==> src/rtl/grid_row_loader_pkg.sv <==
// Game-of-Life grid constants and loader state encoding.
// Shared by the grid row loader and its row assembler.
package grid_row_loader_pkg;

  localparam int X_SIZE        = 1280;
  localparam int Y_SIZE        = 720;
  localparam int X_WIDTH       = $clog2(X_SIZE);
  localparam int Y_WIDTH       = $clog2(Y_SIZE);
  localparam int WORD_W        = 32;
  localparam int WORDS_PER_ROW = X_SIZE / WORD_W;
  localparam int WCNT_W        = $clog2(WORDS_PER_ROW);

  typedef enum logic [1:0] {
    ST_IDLE    = 2'b00,
    ST_COLLECT = 2'b01,
    ST_WRITE   = 2'b10,
    ST_DONE    = 2'b11
  } ld_state_t;

endpackage

==> src/rtl/grid_row_loader_row_assembler.sv <==
// Shifts 32-bit words into a full grid row, first word leftmost.
// row already includes the word on the input, so it is final on the last shift.
module grid_row_loader_row_assembler
  import grid_row_loader_pkg::*;
(
  input  logic              clk,
  input  logic              rst_n,
  input  logic              clear,
  input  logic              shift_en,
  input  logic [WORD_W-1:0] word,
  output logic [X_SIZE-1:0] row,
  output logic              row_full
);

  logic [X_SIZE-WORD_W-1:0] buf_q;
  logic [WCNT_W-1:0]        cnt;

  assign row      = {buf_q, word};
  assign row_full = (cnt == WCNT_W'(WORDS_PER_ROW - 1));

  // Hold the most recent words and count them within the row
  always_ff @(posedge clk or negedge rst_n) begin
    if (!rst_n) begin
      buf_q <= '0;
      cnt   <= '0;
    end else if (clear) begin
      buf_q <= '0;
      cnt   <= '0;
    end else if (shift_en) begin
      buf_q <= row[X_SIZE-WORD_W-1:0];
      cnt   <= row_full ? '0 : cnt + 1'b1;
    end
  end

endmodule

==> src/rtl/grid_row_loader.sv <==
// Streams software words into full grid rows and writes one BRAM row each.
// load_done holds once all rows are written until the next start.
module grid_row_loader
  import grid_row_loader_pkg::*;
(
  input  logic               out_stream_aclk,
  input  logic               periph_resetn,
  input  logic               start,
  input  logic [WORD_W-1:0]  word_data,
  input  logic               word_valid,
  output logic               word_ready,
  output logic [Y_WIDTH-1:0] bram_addr,
  output logic [X_SIZE-1:0]  bram_din,
  output logic               bram_we,
  output logic               busy,
  output logic               load_done,
  output logic [Y_WIDTH-1:0] row_count
);

  ld_state_t          state;
  ld_state_t          state_nxt;
  logic [Y_WIDTH-1:0] row_idx;
  logic [X_SIZE-1:0]  row;
  logic               row_full;
  logic               restart;
  logic               accept;
  logic               last_row;

  assign accept   = word_valid && word_ready;
  assign last_row = (row_idx == Y_WIDTH'(Y_SIZE - 1));

  grid_row_loader_row_assembler u_asm (
    .clk      (out_stream_aclk),
    .rst_n    (periph_resetn),
    .clear    (restart),
    .shift_en (accept),
    .word     (word_data),
    .row      (row),
    .row_full (row_full)
  );

  // State register
  always_ff @(posedge out_stream_aclk or negedge periph_resetn) begin
    if (!periph_resetn) state <= ST_IDLE;
    else                state <= state_nxt;
  end

  // Next-state selection
  always_comb begin
    state_nxt = state;
    unique case (state)
      ST_IDLE,
      ST_DONE:    if (start) state_nxt = ST_COLLECT;
      ST_COLLECT: if (accept && row_full) state_nxt = ST_WRITE;
      ST_WRITE:   state_nxt = last_row ? ST_DONE : ST_COLLECT;
      default:    state_nxt = ST_IDLE;
    endcase
  end

  // Handshake and status decode; start is ignored while writing
  always_comb begin
    word_ready = 1'b0;
    busy       = 1'b0;
    restart    = 1'b0;
    unique case (state)
      ST_IDLE:    restart = start;
      ST_COLLECT: begin
        busy       = 1'b1;
        word_ready = !start;
        restart    = start;
      end
      ST_WRITE:   busy = 1'b1;
      ST_DONE:    restart = start;
      default:    ;
    endcase
  end

  // Row index, progress counters and registered BRAM port
  always_ff @(posedge out_stream_aclk or negedge periph_resetn) begin
    if (!periph_resetn) begin
      row_idx   <= '0;
      row_count <= '0;
      bram_we   <= 1'b0;
      bram_addr <= '0;
      bram_din  <= '0;
      load_done <= 1'b0;
    end else begin
      bram_we <= 1'b0;
      if (restart) begin
        row_idx   <= '0;
        row_count <= '0;
        load_done <= 1'b0;
      end else if (accept && row_full) begin
        bram_we   <= 1'b1;
        bram_addr <= row_idx;
        bram_din  <= row;
      end else if (state == ST_WRITE) begin
        row_count <= row_idx + 1'b1;
        if (last_row) load_done <= 1'b1;
        else          row_idx   <= row_idx + 1'b1;
      end
    end
  end

endmodule

==> config.mk <==
export PLATFORM = sky130hd
export DESIGN_NAME = grid_row_loader
export DESIGN_NICKNAME = d
export VERILOG_FILES = /design/src/rtl/grid_row_loader_pkg.sv /design/src/rtl/grid_row_loader_row_assembler.sv /design/src/rtl/grid_row_loader.sv
export SDC_FILE = /design/constraint.sdc
export NUM_CORES = 2
export LEC_CHECK = 0
export CAP_MARGIN = 30
export CORE_UTILIZATION = 30
export DETAILED_ROUTE_END_ITERATION = 8
export PLACE_DENSITY = 0.47
export RECOVER_POWER = 50
export SLEW_MARGIN = 20
export SYNTH_ARGS = -nofsm -noshare
export SYNTH_HDL_FRONTEND = slang
export SYNTH_SLANG_ARGS = --single-unit
export TNS_END_PERCENT = 10
==> constraint.sdc <==
create_clock -name out_stream_aclk -period 5.3 [get_ports out_stream_aclk]
set_input_delay 1.06 -clock out_stream_aclk [delete_from_list [all_inputs] [get_ports out_stream_aclk]]
set_output_delay 1.06 -clock out_stream_aclk [all_outputs]
set_load 0.005 [all_outputs]
Yosys cells after proc, flatten, opt, wreduce, memory -nomap -nowiden

Cells that the tools add are included.

Flip-flop bits (word level): 2568
Input bits: 36
Output and inout bits: 1304
Word-level logic and storage cells: 61

$add $sub $neg: 2
Eq/ne operators: 9
Mux-type cells: 25
Bitwise logic cells: 1
Reductions and logical operators: 15

Operator list:

| operator                                                               | count |
|---|---|
| 1248-bit two-way mux                                                   | 2 |
| 10-bit two-way mux                                                     | 7 |
| 6-bit two-way mux                                                      | 3 |
| 10-bit by 1-bit adder with 10-bit output (second input constant)       | 1 |
| 10-bit equality test (second input constant)                           | 1 |
| 1-bit two-way mux                                                      | 9 |
| 2-bit != test (second input constant)                                  | 4 |
| 6-bit by 1-bit adder with 6-bit output (second input constant)         | 1 |
| 6-bit equality test (second input constant)                            | 1 |
| 2-bit two-way mux                                                      | 3 |
| 2-bit case mux with 3 select lines                                     | 1 |
| 2-bit AND reduction                                                    | 3 |
| 3-bit AND reduction                                                    | 2 |
| 2-bit nonzero test                                                     | 3 |
| 2-bit equality test (second input constant)                            | 2 |
| 2-bit OR reduction                                                     | 2 |
| 3-bit OR reduction                                                     | 1 |
| 2-bit by 1-bit equality test with 1-bit output (second input constant) | 1 |
| 1-bit logical AND                                                      | 2 |
| 2-bit zero test                                                        | 1 |
| 1-bit zero test                                                        | 1 |
| 1-bit inverter                                                         | 1 |

Depth between registers and ports, before layout

Word-level depth: 6
Depth in mapped cells: 12
Gate-level depth less buffers: 7

Cells and area by module

Synthesis repeated with hierarchy kept, for this count alone.

Cell total of the unflattened synthesis: 9664
Area total of the unflattened synthesis: 100380.0 µm²

Modules (own cells, without submodules):

| module                        | times used | cells each | area each (µm²) | sequential area each (µm²) |
|---|---|---|---|---|
| grid_row_loader_row_assembler | 1          | 4084       | 50930.1         | 31380.1 |
| grid_row_loader               | 1          | 5580       | 49449.9         | 32881.5 |

Worst setup path after synthesis

OpenSTA, ideal clock, no wires.

Path kind: input-to-reg
Start: in start
End: reg bram_din[1188]
Setup time: 0.132 ns
Arrival: 2.511 ns
Data required time: 5.168 ns
Path slack: 2.657 ns
Stages on the path: 10
Buffers on the path: 6
Cells stage by stage: nand3b_4 -> or3_1 -> clkbuf_1 -> buf_4 -> buf_6 -> buf_6 -> buf_6 -> buf_2 -> nand2_1 -> o21ai_1

Cells in the longest elaborated chain, start to end: 5
Elaborated cells on any way between the ends: 7
Those cells by class: 2 x mux; 1 x bitwise; 4 x reduce/logical

RTL lines:

| element                           | RTL line              | text |
|---|---|---|
| start, declared                   | grid_row_loader.sv:8  | `input logic start,` |
| 1-bit zero test                   | grid_row_loader.sv:69 | `word_ready = !start;` |
| 1-bit two-way mux                 | grid_row_loader.sv:65 | `unique case (state)` |
| 1-bit logical AND                 | grid_row_loader.sv:29 | `assign accept = word_valid && word_ready;` |
| 1-bit logical AND                 | grid_row_loader.sv:93 | `end else if (accept && row_full) begin` |
| 2-bit AND reduction (no line) (*) | n/a                   |  |
| end signal, assigned              | grid_row_loader.sv:96 | `bram_din <= row;` |
| end, declared                     | grid_row_loader.sv:13 | `output logic [X_SIZE-1:0] bram_din,` |

Every way passes the cells marked *; elsewhere a longest branch is shown, timed or not.
A chain may end at the register's enable or synchronous reset.

Worst setup path after layout

Start: in word_valid
End: reg u_asm.buf_q[773]

Cells in the longest elaborated chain, start to end: 2

RTL lines:

| element                      | RTL line                            | text |
|---|---|---|
| start, declared              | grid_row_loader.sv:10               | `input logic word_valid,` |
| 1-bit logical AND            | grid_row_loader.sv:29               |  |
| 2-bit nonzero test (no line) | n/a                                 |  |
| end signal, assigned         | grid_row_loader_row_assembler.sv:30 | `buf_q <= row[X_SIZE-WORD_W-1:0];` |
| end, declared                | grid_row_loader_row_assembler.sv:15 | `logic [X_SIZE-WORD_W-1:0] buf_q;` |

No other way between the ends.

==> run_results.csv <==
group,metric,value,unit
outcome,status,"finished, violations left",
outcome,violations,"max-capacitance violations, max-slew violations",
clocking,clkSinkCount,2568,
clocking,tritoncts,"done",
timing,period_share,0.8333,
timing,relSlewSlack,-1.248,
power_and_ir_drop,switching_share,0.2395,
timing,hold_ws,0.1268,ns
worst_setup_path,crit_path_start_kind,"input port",
timing,slew_viol_final,1580,
power_and_ir_drop,clkPwrFrac,0.494,
worst_setup_path,crit_path_end_kind,"register",
cells_and_area,area_growth,28.74,%
timing,skew,0.05151,ns
timing,period_minus_slack,4.417,ns
cells_and_area,nets,11003,
detailed_routing,final_antenna_net_count,0,
synthesis,ys_ff_latch,2568,
clocking,htreeDepth,5,
floorplan,dieArea,319900,um^2
clocking,clk_pin_slew,0.06,ns
timing,rsz0062_at_grt,"no",
worst_setup_path,ff2ff_path_depth,7,
synthesis,synth.distinct_cells,39,
synthesis,yosys_warnings,0,
worst_setup_path,reg2reg_slack,1.10,ns
grt,track_usage,0.2274,
clocking,clk_path_buf_depth,4,
detailed_routing,vias,73486,
clocking,holdBufCountCts,0,
cells_and_area,layout-drive-gt1-share,0.05323,
worst_hold_path,hold_class,"in2async",
grt,grt_max_degree,214,
power_and_ir_drop,combPwrFrac,0.033,
timing,fmax,0.2264,GHz
floorplan,ios,1340,
power_and_ir_drop,p_seq_frac,0.474,
worst_setup_path,critPathKind,"in2reg",
floorplan,die_x,565.6,um
floorplan,fp.dieH,565.6,um
detailed_routing,dr.first_iter.drc_count,5958,
placed_design,portBuffers,1339,
grt,antenna_found_initial,31,
power_and_ir_drop,p_sw,0.009965,W
timing,setup_viol,0,
flow_run,maxCapViolCount,22,
synthesis,synth_area,95290,um^2
grt,grt_pass1_vias,73798,
synthesis,synth_area_per_cell,9.670,um^2
timing,finalHoldViolations,0,
worst_setup_path,r2r-end,"u_asm.buf_q[932]",
floorplan,start_util,0.3020,
synthesis,syn_inst,9854,
synthesis,syn_nets,9894,
detailed_routing,drc_errors,0,
detailed_routing,drt_wl_total,370300,um
clocking,post_cts_resized,0,
worst_setup_path,required,6.10,ns
clocking,root_buffer,"clkbuf_16",
synthesis,yosysTopAreaCellShare,0.6744,
placed_design,place_congestion,0.8770,
worst_setup_path,path_max_fanout,74,
clocking,post-cts-setup-buffer-count,0,
clocking,clk_latency,0.91,ns
timing,finalSetupTns,0,ns
placed_design,dp_hpwl,270200,um
power_and_ir_drop,internal_power,0.03165,W
grt,grt_pass1_wl,532300,um
detailed_routing,vias_per_cell,4.784,
clocking,numCtsBuffers,296,
power_and_ir_drop,ir_worst_vdd,0.0002483,V
detailed_routing,wl_per_cell,24.10,um
power_and_ir_drop,p_per_area,339.2,nW/um^2
grt,grt_overflow_total,0,
detailed_routing,drtPass1Iterations,8,
floorplan,core_area,315500,um^2
synthesis,synthTopCellsByArea,"dfrtp_1 (67%), nand2_1 (16%), o21ai_0 (8.3%)",
worst_setup_path,r2r_start,"state[0]",
power_and_ir_drop,power_leakage,52.51,nW
floorplan,rows,206,
worst_setup_path,arrival,5.22,ns
synthesis,synth_area_leader_cell,"dfrtp_1",
timing,worstMarginPinSlew,3.372,ns
synthesis,yosysSeqAreaShare,0.6744,
## how the worst max path moves through the flow
stage,from,endpoint,cells past startpoint
after floorplan,start,bram_din[1188],10
after global placement,word_valid,row_idx[9],6
after detailed placement,word_valid,bram_din[864],6
after CTS,state[1],word_ready,6
after global routing,word_valid,bram_din[1277],7
final,word_valid,u_asm.buf_q[773],6
## layer usage
layer	wire (um)	up-vias	share of wire	track usage
li1	-	34334	-	-
met2	171900	1850	0.46	0.3658
met4	12960	0	0.035	0.07272
met5	0	-	0	0
met3	28160	411	0.076	0.06484
met1	157200	36891	0.42	0.2948
## critical path: stages
cell,delay (ns)
dlygate4sd3_1,0.85
and3b_1,1.26
buf_12,0.38
clkbuf_2,0.98
nand2_1,0.41
o21ai_0,0.16
## Yosys cell counts
cell type and count:
dfrtp_1 2568, a31o_2 3, o311ai_0 1, nand4_1 3
o21ai_1 750, nor2_1 11, inv_1 5, nor2b_1 1
o31ai_1 4, nand4bb_1 1, buf_2 185, and4_1 1
nand3b_4 1, and3_1 2, o22ai_1 1, xnor2_1 7
a31oi_1 1, nand3_1 60, clkbuf_1 506, nand2b_1 2
or4_1 1, o21ai_0 1581, and3b_1 1, a211oi_1 3
inv_2 1, buf_4 3, nand2_1 4026, ha_1 4
a21oi_1 77, mux2i_1 4, nor3_1 7, o31a_1 1
or4b_2 1, o211ai_1 2, buf_6 11, nor3b_1 1
buf_1 11, or3_1 1, xor2_1 5
## through the flow
stage | worst slack [ns] | total power [W] | instance area (um^2) | utilization | instances
after floorplan | 2.657 | 0.02061 | 95290 | - | 9854
after global placement | 0.9184 | 0.02150 | 113300 | 0.3591 | 14821
after detailed placement | 1.295 | 0.02152 | 113400 | 0.3593 | 14824
after CTS | 1.520 | 0.04219 | 123100 | 0.3902 | 15356
after global routing | 0.7440 | 0.04310 | 122700 | 0.3888 | 15360
final | 0.8833 | 0.04161 | 122700 | 0.3888 | 15362
## placed cells by master (no fill, tap or decap), drive strengths merged, types with 7 or more instances in the layout
master	n
a21oi	77
buf	119
bufinv	9
clkbuf	507
clkdlybuf4s50	1337
clkinv	73
dfrtp	2568
inv	15
nand2	4026
nand3	60
nor2	11
nor3	7
o21ai	2331
xnor2	7
## power groups by stage
stage	registers, W	clock network [W]	logic [W]
2_1_floorplan	0.0200	0	0.000565
3_3_place_gp	0.0201	0	0.00143
3_5_place_dp	0.0201	0	0.00145
4_1_cts	0.0197	0.0210	0.00145
5_1_grt	0.0197	0.0219	0.00153
6_report	0.0197	0.0205	0.00136
## final cells by class
| type | instances | area, um^2 |
|---|---|---|
| repair buffers | 1527 | 15410 |
| fillers | 31544 | 192800 |
| diodes | 5 | 12.51 |
| clock buffers | 437 | 8572 |
| flip-flops and latches | 2568 | 64260 |
| well taps | 4160 | 5205 |
| multi-input cells | 6564 | 28010 |
| clock inverters | 95 | 1176 |
| inverters | 6 | 23.77 |
## logic make-up after synthesis
family          count (synthesis)  share of synthesized area
simple gates                 4120                     0.1639
flops                        2568                     0.6744
compound gates               2424                     0.1278
buf+inv                       722                    0.03186
xor+xnor                       12                   0.001103
mux                             4                  0.0004202
fa+ha+maj                       4                  0.0005253
## state kept, by name, summed over array words and instances (netlist names)
| register | count |
|---|---|
| bram_din | 1280 |
| load_done | 1 |
| u_asm.buf_q | 1248 |
| state | 2 |
| bram_we | 1 |
| u_asm.cnt | 6 |
| row_idx | 10 |
| row_count | 10 |
| bram_addr | 10 |
No activity file was read; power rests on OpenSTA's default activity.
